**config.mk**
```make
export PLATFORM = sky130hd
export DESIGN_NAME = popcount_scheduler_flat
export DESIGN_NICKNAME = d
export VERILOG_FILES = /design/src/rtl/popcount_scheduler_pkg.sv /design/src/rtl/popcount_scheduler_if.sv /design/src/rtl/popcount_scheduler_counter.sv /design/src/rtl/popcount_scheduler.sv /design/src/flat_wrapper.sv
export SDC_FILE = /design/constraint.sdc
export NUM_CORES = 1
export LEC_CHECK = 0
export ABC_AREA = 1
export BUFFER_PORTS_ARGS = -buffer_cell sky130_fd_sc_hd__buf_2
export CAP_MARGIN = 20
export CORE_AREA = 2 2 69 103
export CTS_BUF_LIST = sky130_fd_sc_hd__clkbuf_4
export DETAILED_ROUTE_END_ITERATION = 7
export DIE_AREA = 0 0 71 105
export PLACE_DENSITY = 0.71
export SETUP_SLACK_MARGIN = 0.05
export SKIP_LAST_GASP = 1
export SLEW_MARGIN = 20
export SYNTH_ARGS = -nofsm -noshare
export SYNTH_HDL_FRONTEND = slang
export SYNTH_SLANG_ARGS = --single-unit
export TNS_END_PERCENT = 100
```
**constraint.sdc**
```tcl
create_clock -name clk -period 4.45 [get_ports clk]
set_input_delay 0.445 -clock clk [delete_from_list [all_inputs] [get_ports clk]]
set_output_delay 0.445 -clock clk [all_outputs]
set_load 0.02 [all_outputs]
```
**src/rtl/popcount_scheduler_pkg.sv**
```systemverilog
// popcount_pkg: shared state type and sizing helpers for the popcount scheduler
package popcount_pkg;
  typedef enum logic [1:0] {IDLE, COUNT, DONE} state_t;
  localparam int WORD_W_DEF = 32;
  function automatic int res_width(input int word_w);
    return $clog2(word_w + 1);
  endfunction
endpackage

```
**src/rtl/popcount_scheduler_if.sv**
```systemverilog
// popcount_scheduler_if: two requester channels and the tagged result channel
interface popcount_scheduler_if
  import popcount_pkg::*;
#(
  parameter int WORD_W = WORD_W_DEF,
  parameter int RES_W  = res_width(WORD_W)
);
  logic              req0_valid, req0_ready, req1_valid, req1_ready;
  logic [WORD_W-1:0] req0_data, req1_data;
  logic              res_valid, res_ready, res_id;
  logic [RES_W-1:0]  res_data;
  modport master (
    output req0_valid, req0_data, req1_valid, req1_data, res_ready,
    input  req0_ready, req1_ready, res_valid, res_data, res_id
  );
  modport slave (
    input  req0_valid, req0_data, req1_valid, req1_data, res_ready,
    output req0_ready, req1_ready, res_valid, res_data, res_id
  );
endinterface

```
**src/rtl/popcount_scheduler_counter.sv**
```systemverilog
// counter: combinational ones-count of a single byte
module counter (
  input  logic [7:0] num,
  output logic [3:0] res
);
  always_comb begin
    res = '0;
    for (int i = 0; i < 8; i++) res = res + 4'(num[i]);
  end
endmodule

```
**src/rtl/popcount_scheduler.sv**
```systemverilog
// popcount_scheduler: round-robin shares one byte counter between two requesters,
// accumulating a word's set bits one byte per cycle and returning a tagged result.
module popcount_scheduler
  import popcount_pkg::*;
#(
  parameter int WORD_W = WORD_W_DEF
) (
  input  logic                 clk,
  input  logic                 rst,
  popcount_scheduler_if.slave  bus,
  output logic                 busy_o
);
  localparam int BYTES = WORD_W / 8;
  localparam int RES_W = res_width(WORD_W);
  localparam int IDX_W = BYTES > 1 ? $clog2(BYTES) : 1;
  state_t            state_q, state_d;
  logic [WORD_W-1:0] shift_q, shift_d;
  logic [RES_W-1:0]  acc_q, acc_d;
  logic [IDX_W-1:0]  idx_q, idx_d;
  logic              id_q, id_d, last_q, last_d;
  logic              idle, gnt_id, accept;
  logic [3:0]        cnt_res;
  counter u_counter (.num(shift_q[7:0]), .res(cnt_res));
  assign idle   = state_q == IDLE;
  // on a tie the requester that did not win last time gets the grant
  assign gnt_id = (bus.req0_valid & bus.req1_valid) ? ~last_q : bus.req1_valid;
  assign accept = idle & (bus.req0_valid | bus.req1_valid) & ~rst;
  assign bus.req0_ready = idle & bus.req0_valid & ~gnt_id & ~rst;
  assign bus.req1_ready = idle & bus.req1_valid & gnt_id & ~rst;
  assign bus.res_valid  = (state_q == DONE) & ~rst;
  assign bus.res_data   = state_q == DONE ? acc_q : '0;
  assign bus.res_id     = (state_q == DONE) & id_q;
  assign busy_o         = ~idle;
  always_comb begin
    state_d = state_q;
    shift_d = shift_q;
    acc_d   = acc_q;
    idx_d   = idx_q;
    id_d    = id_q;
    last_d  = last_q;
    case (state_q)
      IDLE: if (accept) begin
        state_d = COUNT;
        shift_d = gnt_id ? bus.req1_data : bus.req0_data;
        id_d    = gnt_id;
        acc_d   = '0;
        idx_d   = '0;
      end
      COUNT: begin
        acc_d   = acc_q + RES_W'(cnt_res);
        shift_d = shift_q >> 8;
        idx_d   = idx_q + IDX_W'(1);
        state_d = idx_q == IDX_W'(BYTES - 1) ? DONE : COUNT;
      end
      DONE: if (bus.res_ready) begin
        state_d = IDLE;
        last_d  = id_q;
      end
      default: state_d = IDLE;
    endcase
  end
  always_ff @(posedge clk) begin
    if (rst) begin
      state_q <= IDLE;
      shift_q <= '0;
      acc_q   <= '0;
      idx_q   <= '0;
      id_q    <= 1'b0;
      last_q  <= 1'b1;
    end else begin
      state_q <= state_d;
      shift_q <= shift_d;
      acc_q   <= acc_d;
      idx_q   <= idx_d;
      id_q    <= id_d;
      last_q  <= last_d;
    end
  end
endmodule

```
**src/flat_wrapper.sv**
```systemverilog
// flat-port wrapper written by rule: the top's interface ports become plain ports
module popcount_scheduler_flat import popcount_pkg::*;
#(
  parameter int WORD_W = WORD_W_DEF
)
  (clk, rst, busy_o, bus_req0_valid, bus_req0_data, bus_req1_valid, bus_req1_data, bus_res_ready, bus_req0_ready, bus_req1_ready, bus_res_valid, bus_res_data, bus_res_id);
  popcount_scheduler_if #(.WORD_W(WORD_W)) bus_i ();
  input  logic clk;
  input  logic rst;
  output logic busy_o;
  input wire logic [$bits(bus_i.req0_valid)-1:0] bus_req0_valid;
  input wire logic [$bits(bus_i.req0_data)-1:0] bus_req0_data;
  input wire logic [$bits(bus_i.req1_valid)-1:0] bus_req1_valid;
  input wire logic [$bits(bus_i.req1_data)-1:0] bus_req1_data;
  input wire logic [$bits(bus_i.res_ready)-1:0] bus_res_ready;
  output wire logic [$bits(bus_i.req0_ready)-1:0] bus_req0_ready;
  output wire logic [$bits(bus_i.req1_ready)-1:0] bus_req1_ready;
  output wire logic [$bits(bus_i.res_valid)-1:0] bus_res_valid;
  output wire logic [$bits(bus_i.res_data)-1:0] bus_res_data;
  output wire logic [$bits(bus_i.res_id)-1:0] bus_res_id;
  assign bus_i.req0_valid = bus_req0_valid;
  assign bus_i.req0_data = bus_req0_data;
  assign bus_i.req1_valid = bus_req1_valid;
  assign bus_i.req1_data = bus_req1_data;
  assign bus_i.res_ready = bus_res_ready;
  assign bus_req0_ready = bus_i.req0_ready;
  assign bus_req1_ready = bus_i.req1_ready;
  assign bus_res_valid = bus_i.res_valid;
  assign bus_res_data = bus_i.res_data;
  assign bus_res_id = bus_i.res_id;
  popcount_scheduler #(.WORD_W(WORD_W)) u_core (.clk(clk), .rst(rst), .bus(bus_i), .busy_o(busy_o));
endmodule
```
; After elaboration in Yosys (flattened, before gate mapping)
; Index checks and enable logic that the tools add are counted.
[totals]
ff_bits = 44
latchBits = 0
mem_bits_rw = 0
rom_bits = 0
inputBits = 69
elab_cells = 55
memories = 0
[classes]
n_addsub = 9
mul = 0
div_mod_pow = 0
n_lt_le_gt_ge = 0
n_eq_ne = 5
shift = 0
mux = 13
n_bitwise = 16
reduce_logical = 6
[op_table]
columns = cell, count
row1 = $mux 32, 2
row2 = $pmux 32 s2, 1
row3 = $add 4x1->4, 4
row4 = $mux 6, 2
row5 = $pmux 6 s2, 1
row6 = $and 1x1->1, 11
row7 = $mux 2, 4
row8 = $reduce_and 2->1, 4
row9 = $add 6x4->6, 1
row10 = $pmux 2 s3, 1
row11 = $add 3x1->4, 1
row12 = $eq 2x2->1 const B, 2
row13 = $ne 2x2->1 const B, 2
row14 = $not 1->1, 4
row15 = $pmux 2 s2, 1
row16 = $add 2x1->3, 1
row17 = $add 1x1->2, 1
row18 = $add 2x1->2 const B, 1
row19 = $eq 2x1->1 const B, 1
row20 = $logic_not 2->1, 1
row21 = $reduce_bool 2->1, 1
row22 = $mux 1, 1
row23 = $or 1x1->1, 1

; Logic depth before layout (Yosys ltp)
[depth]
ltp_word = 9
ltp_mapped = 13
mapped_depth_nobuf = 13

; Modules after synthesis
; Synthesis repeated with hierarchy kept, for this count alone.
[hier_totals]
cells_unflattened = 413
hier_area_um2 = 2685.1
[by_module_without_submodules]
columns = module, n_inst, cells_each, area_each_um2, seq_area_each_um2
row1 = popcount_scheduler, 1, 384, 2483.6, 880.8
row2 = counter, 1, 29, 201.4, 0.0

; Worst setup path before layout
; Ideal clock, no wire load.
[synth_timing]
path_kind = flip-flop to flip-flop
from = register u_core.acc_q[0]
to = register u_core.acc_q[4]
setup_time_ns = 0.119
arrival_time_ns = 2.977
path_slack_ns = 1.354
path_stages_with_launch = 13
path_buffers = 0
period_less_slack_ns = 3.096
path_cell_list = dfxtp_1 fa_1 inv_1 fa_1 fa_1 fa_1 fa_1 inv_1 nand3_1 nand2_1 nand2_1 o21ai_0 a21oi_1
[synth_between]
elab_chain_cells = 2
[synth_rtl]
columns = element, line
row1 = "start, declared", popcount_scheduler.sv:18  ; logic [RES_W-1:0] acc_q, acc_d;
row2 = "start signal, assigned", popcount_scheduler.sv:66  ; acc_q <= '0;
row3 = "start signal, assigned", popcount_scheduler.sv:73  ; acc_q <= acc_d;
row4 = $add 6x4->6, popcount_scheduler.sv:50  ; acc_d = acc_q + RES_W'(cnt_res);
row5 = $pmux 6 s2, popcount_scheduler.sv:41  ; case (state_q)
; No other way between the ends.
; A chain may end at the register's enable or synchronous reset.

; Final worst setup path
; Same ends and word-level chain as after synthesis.

==> impl_metrics.xml <==
<?xml version="1.0" encoding="UTF-8"?>
<metrics>
  <group name="run_status">
    <metric name="status" unit="">completed</metric>
  </group>
  <group name="floorplanning">
    <metric name="dieArea" unit="µm²">7460</metric>
    <metric name="placementRows" unit="">36</metric>
    <metric name="fp.dieH" unit="µm">105</metric>
    <metric name="die_w" unit="µm">71</metric>
    <metric name="core_region_area" unit="µm²">6530</metric>
    <metric name="boundaryPins" unit="">80</metric>
    <metric name="floorplan.initialDensity" unit="%">41.9</metric>
  </group>
  <group name="logic_synthesis">
    <metric name="synthCells" unit="">449</metric>
    <metric name="synth_simple_gate_area_share" unit="%">41.9</metric>
    <metric name="net_count_after_synthesis" unit="">530</metric>
    <metric name="portion_of_netlist_area_occupied_by_mux_cells" unit="%">0</metric>
    <metric name="synth_compound_gate_area_share" unit="%">5.17</metric>
    <metric name="synth_seq_cells" unit="">44</metric>
    <metric name="asyncSetResetFlopFracSynth" unit="%">0</metric>
    <metric name="prevailing_post_synth_register_cell" unit="">dfxtp_1</metric>
    <metric name="syn_avg_cell_area" unit="µm²">6.09</metric>
    <metric name="synth-xor-area-share" unit="%">0</metric>
    <metric name="synth.yosys.warnings" unit="">0</metric>
    <metric name="portion_of_the_post_synthesis_area_used_by_sequential_elements" unit="%">32.2</metric>
    <metric name="synth.cell_area" unit="µm²">2740</metric>
    <metric name="post_synth_num_cell_types" unit="">22</metric>
    <metric name="largest_family_of_logic_cells_by_synthesized_area" unit="">simple AND/OR/NAND/NOR gates</metric>
    <metric name="synthAdderAreaFrac" unit="%">6.86</metric>
    <metric name="number_of_synthesized_flops_with_an_enable_pin" unit="">0</metric>
  </group>
  <group name="sta">
    <metric name="timing_hold_violations_final" unit="">0</metric>
    <metric name="relative_slew_slack" unit="%">54.4</metric>
    <metric name="timing.final.ws_setup" unit="ps">1160</metric>
    <metric name="tightestPinTransition" unit="ps">683</metric>
    <metric name="period_share" unit="%">74.0</metric>
    <metric name="final_report_setup_violation_count" unit="">0</metric>
    <metric name="unrepaired_setup_endpoints_after_global_routing" unit="">false</metric>
    <metric name="fmax" unit="MHz">304</metric>
    <metric name="final-max-slew-violation-count" unit="">0</metric>
    <metric name="setup_total_negative_slack" unit="ps">0</metric>
    <metric name="final.setup_skew" unit="ps">12.2</metric>
    <metric name="crit_path_time_final" unit="ps">3290</metric>
  </group>
  <group name="critical_path">
    <metric name="worst_ep_required_time" unit="ps">4710</metric>
    <metric name="worstSetupEndpointType" unit="">flip-flop</metric>
    <metric name="critPathTopFamily" unit="">adder cells</metric>
    <metric name="critical_path.n_buffers_inverters" unit="">2</metric>
    <metric name="cp_data_arrival_time" unit="ps">3550</metric>
    <metric name="critical-path-max-stage-delay" unit="ps">530</metric>
    <metric name="crit_path_start_kind" unit="">flip-flop</metric>
    <metric name="critical_path.most_common_cell" unit="">fa_1</metric>
    <metric name="timing.critical_path.cells" unit="">fa_1 &gt; inv_1 &gt; fa_1 &gt; fa_1 &gt; fa_1 &gt; fa_1 &gt; inv_1 &gt; nand3_1 &gt; nand2_1 &gt; nand2_1 &gt; o21ai_0 &gt; a21oi_1</metric>
    <metric name="critPathSlowestCell" unit="">fa_1</metric>
    <metric name="crit_path_class" unit="">flip-flop to flip-flop</metric>
    <metric name="cp_max_fo" unit="">3</metric>
  </group>
  <group name="finish">
    <metric name="diodes_inserted" unit="">0</metric>
    <metric name="area_growth" unit="%">15.1</metric>
    <metric name="layout-drive-gt1-share" unit="%">18.7</metric>
    <metric name="final_design_area_no_fill" unit="µm²">3150</metric>
    <metric name="finalNetCount" unit="">594</metric>
  </group>
  <group name="power">
    <metric name="static-leakage-power" unit="nW">1.82</metric>
    <metric name="p_per_area" unit="nW/µm²">265</metric>
    <metric name="worst_ir_drop_vdd" unit="mV">0.134</metric>
  </group>
  <group name="global_routing">
    <metric name="vias_in_the_first_global_route" unit="">2678</metric>
    <metric name="grt_usage" unit="%">18.2</metric>
    <metric name="grt_start_max_net_pins" unit="">35</metric>
    <metric name="grt_pass1_wl" unit="mm">11.2</metric>
    <metric name="grt_remaining_overflow" unit="">0</metric>
    <metric name="antenna_found_initial" unit="">0</metric>
  </group>
  <group name="clock_tree">
    <metric name="h-tree-depth" unit="">2</metric>
    <metric name="clk-insertion-delay-late" unit="ps">360</metric>
    <metric name="worst_setup_hold_path_clk_slew" unit="ps">130</metric>
    <metric name="post_cts.repair.setup_buffers" unit="">0</metric>
    <metric name="cts.hold.buffers_added" unit="">0</metric>
    <metric name="root_buffer" unit="">clkbuf_4</metric>
    <metric name="tritoncts" unit="">built</metric>
    <metric name="cts_buffers" unit="">5</metric>
    <metric name="clk_path_buf_depth" unit="">2</metric>
    <metric name="ctsResizeCount" unit="">0</metric>
    <metric name="cts.sinks" unit="">44</metric>
  </group>
  <group name="routing">
    <metric name="post_drt_via_cell_ratio" unit="">4.75</metric>
    <metric name="detail_route.first_pass.iterations" unit="">4</metric>
    <metric name="drcViolationCount" unit="">0</metric>
    <metric name="ant_nets" unit="">0</metric>
    <metric name="wl" unit="mm">6.52</metric>
    <metric name="routed-via-count" unit="">2803</metric>
    <metric name="drt-wirelength-per-cell" unit="µm">11.1</metric>
    <metric name="drt_first_iter_violations" unit="">114</metric>
  </group>
  <group name="placed_design">
    <metric name="place.detailed.hpwl" unit="mm">4.72</metric>
    <metric name="pre_cts_ws" unit="ps">1190</metric>
    <metric name="routabilityCongestion" unit="">0.838</metric>
    <metric name="port_buffers" unit="">79</metric>
    <metric name="placed_area" unit="µm²">3090</metric>
  </group>
  <group name="run">
    <metric name="max_cap_violations" unit="">0</metric>
  </group>
  <group name="min_path">
    <metric name="hold_class" unit="">input port to flip-flop</metric>
  </group>
</metrics>
==> flip-flops by register name, summed over array words and instances, names as in the netlist <==
signal          flops
u_core.idx_q        2
u_core.shift_q     32
u_core.id_q         1
u_core.last_q       1
u_core.state_q      2
u_core.acc_q        6
==> path summary, 6_finish.rpt <==
| kind | from | to | slack [ps] | cells after the start |
|---|---|---|---|---|
| worst min-delay path | bus_res_ready | u_core.state_q[1] | 320 | 2 |
| worst max register to register | u_core.acc_q[0] | u_core.acc_q[4] | 1160 | 12 |
| worst min register to register | u_core.shift_q[27] | u_core.shift_q[27] | 470 | 2 |
| worst max-delay path | u_core.acc_q[0] | u_core.acc_q[4] | 1160 | 12 |
==> synthesized netlist by cell type, types with 2 or more instances <==
| cell type | instances | share of area [%] |
|---|---|---|
| inv_2 | 6 | 0.82 |
| a21oi_1 | 19 | 3.5 |
| nand2_1 | 212 | 29 |
| nor2_1 | 12 | 1.6 |
| or2_0 | 2 | 0.46 |
| o21ai_0 | 2 | 0.37 |
| o211ai_1 | 2 | 0.55 |
| buf_4 | 4 | 1.1 |
| fa_1 | 5 | 3.7 |
| nand3_1 | 53 | 9.7 |
| clkbuf_1 | 5 | 0.69 |
| dfxtp_1 | 44 | 32 |
| buf_2 | 11 | 2.0 |
| buf_6 | 4 | 1.6 |
| ha_1 | 7 | 3.2 |
| inv_1 | 55 | 7.5 |
==> kinds of logic (layout without fill, tap and decap cells) <==
group,Yosys count,count (layout)
and+or+nand+nor,282,282
adders and majority gates,12,12
buffers and inverters,85,150
DFF,44,44
AOI/OAI and AO/OA,26,26
==> placed cells by master (no fill, tap or decap) <==
master      instances
nand2_1           212
buf_2              79
inv_1              55
nand3_1            53
dfxtp_1            44
a21oi_1            19
nor2_1             12
ha_1                7
inv_2               6
fa_1                5
clkbuf_4            5
o211ai_1            2
o21ai_0             2
or2_0               2
clkinvlp_4          2
buf_4               2
nand3_2             1
nor2_4              1
o32ai_1             1
nand3b_1            1
o21ai_1             1
a211oi_1            1
clkinv_1            1
==> power breakdown <==
group          internal (mW)  switching, mW
clock network         0.0596          0.135
registers              0.420         0.0144
logic                 0.0809          0.126
==> through the flow <==
step	hold slack [ps]	total power [mW]	std cells	util [%]
after detailed placement	456	0.652	582	47.3
after floorplan	433	0.595	449	-
after global placement	448	0.644	582	47.3
final	316	0.835	590	48.2
after CTS	298	0.844	590	48.2
after global routing	295	0.896	590	48.2
==> layout make-up <==
cell class,instances,area [µm²]
multi-input combinational,320,1480
clock inverter,3,18.8
timing repair buffer,81,410
sequential,44,881
tap,76,95.1
clock buffer,5,37.5
inverter,61,229
fill,725,3380
==> per-layer routing <==
metal / GRT usage, % / vias to the layer above / routed length (µm)
met4: 6.06 / 0 / 99
met5: 0 / - / 0
li1: - / 1497 / -
met2: 33.6 / 73 / 3300
met1: 21.3 / 1226 / 2820
met3: 2.31 / 7 / 295
No activity file was read; power rests on OpenSTA's default activity.
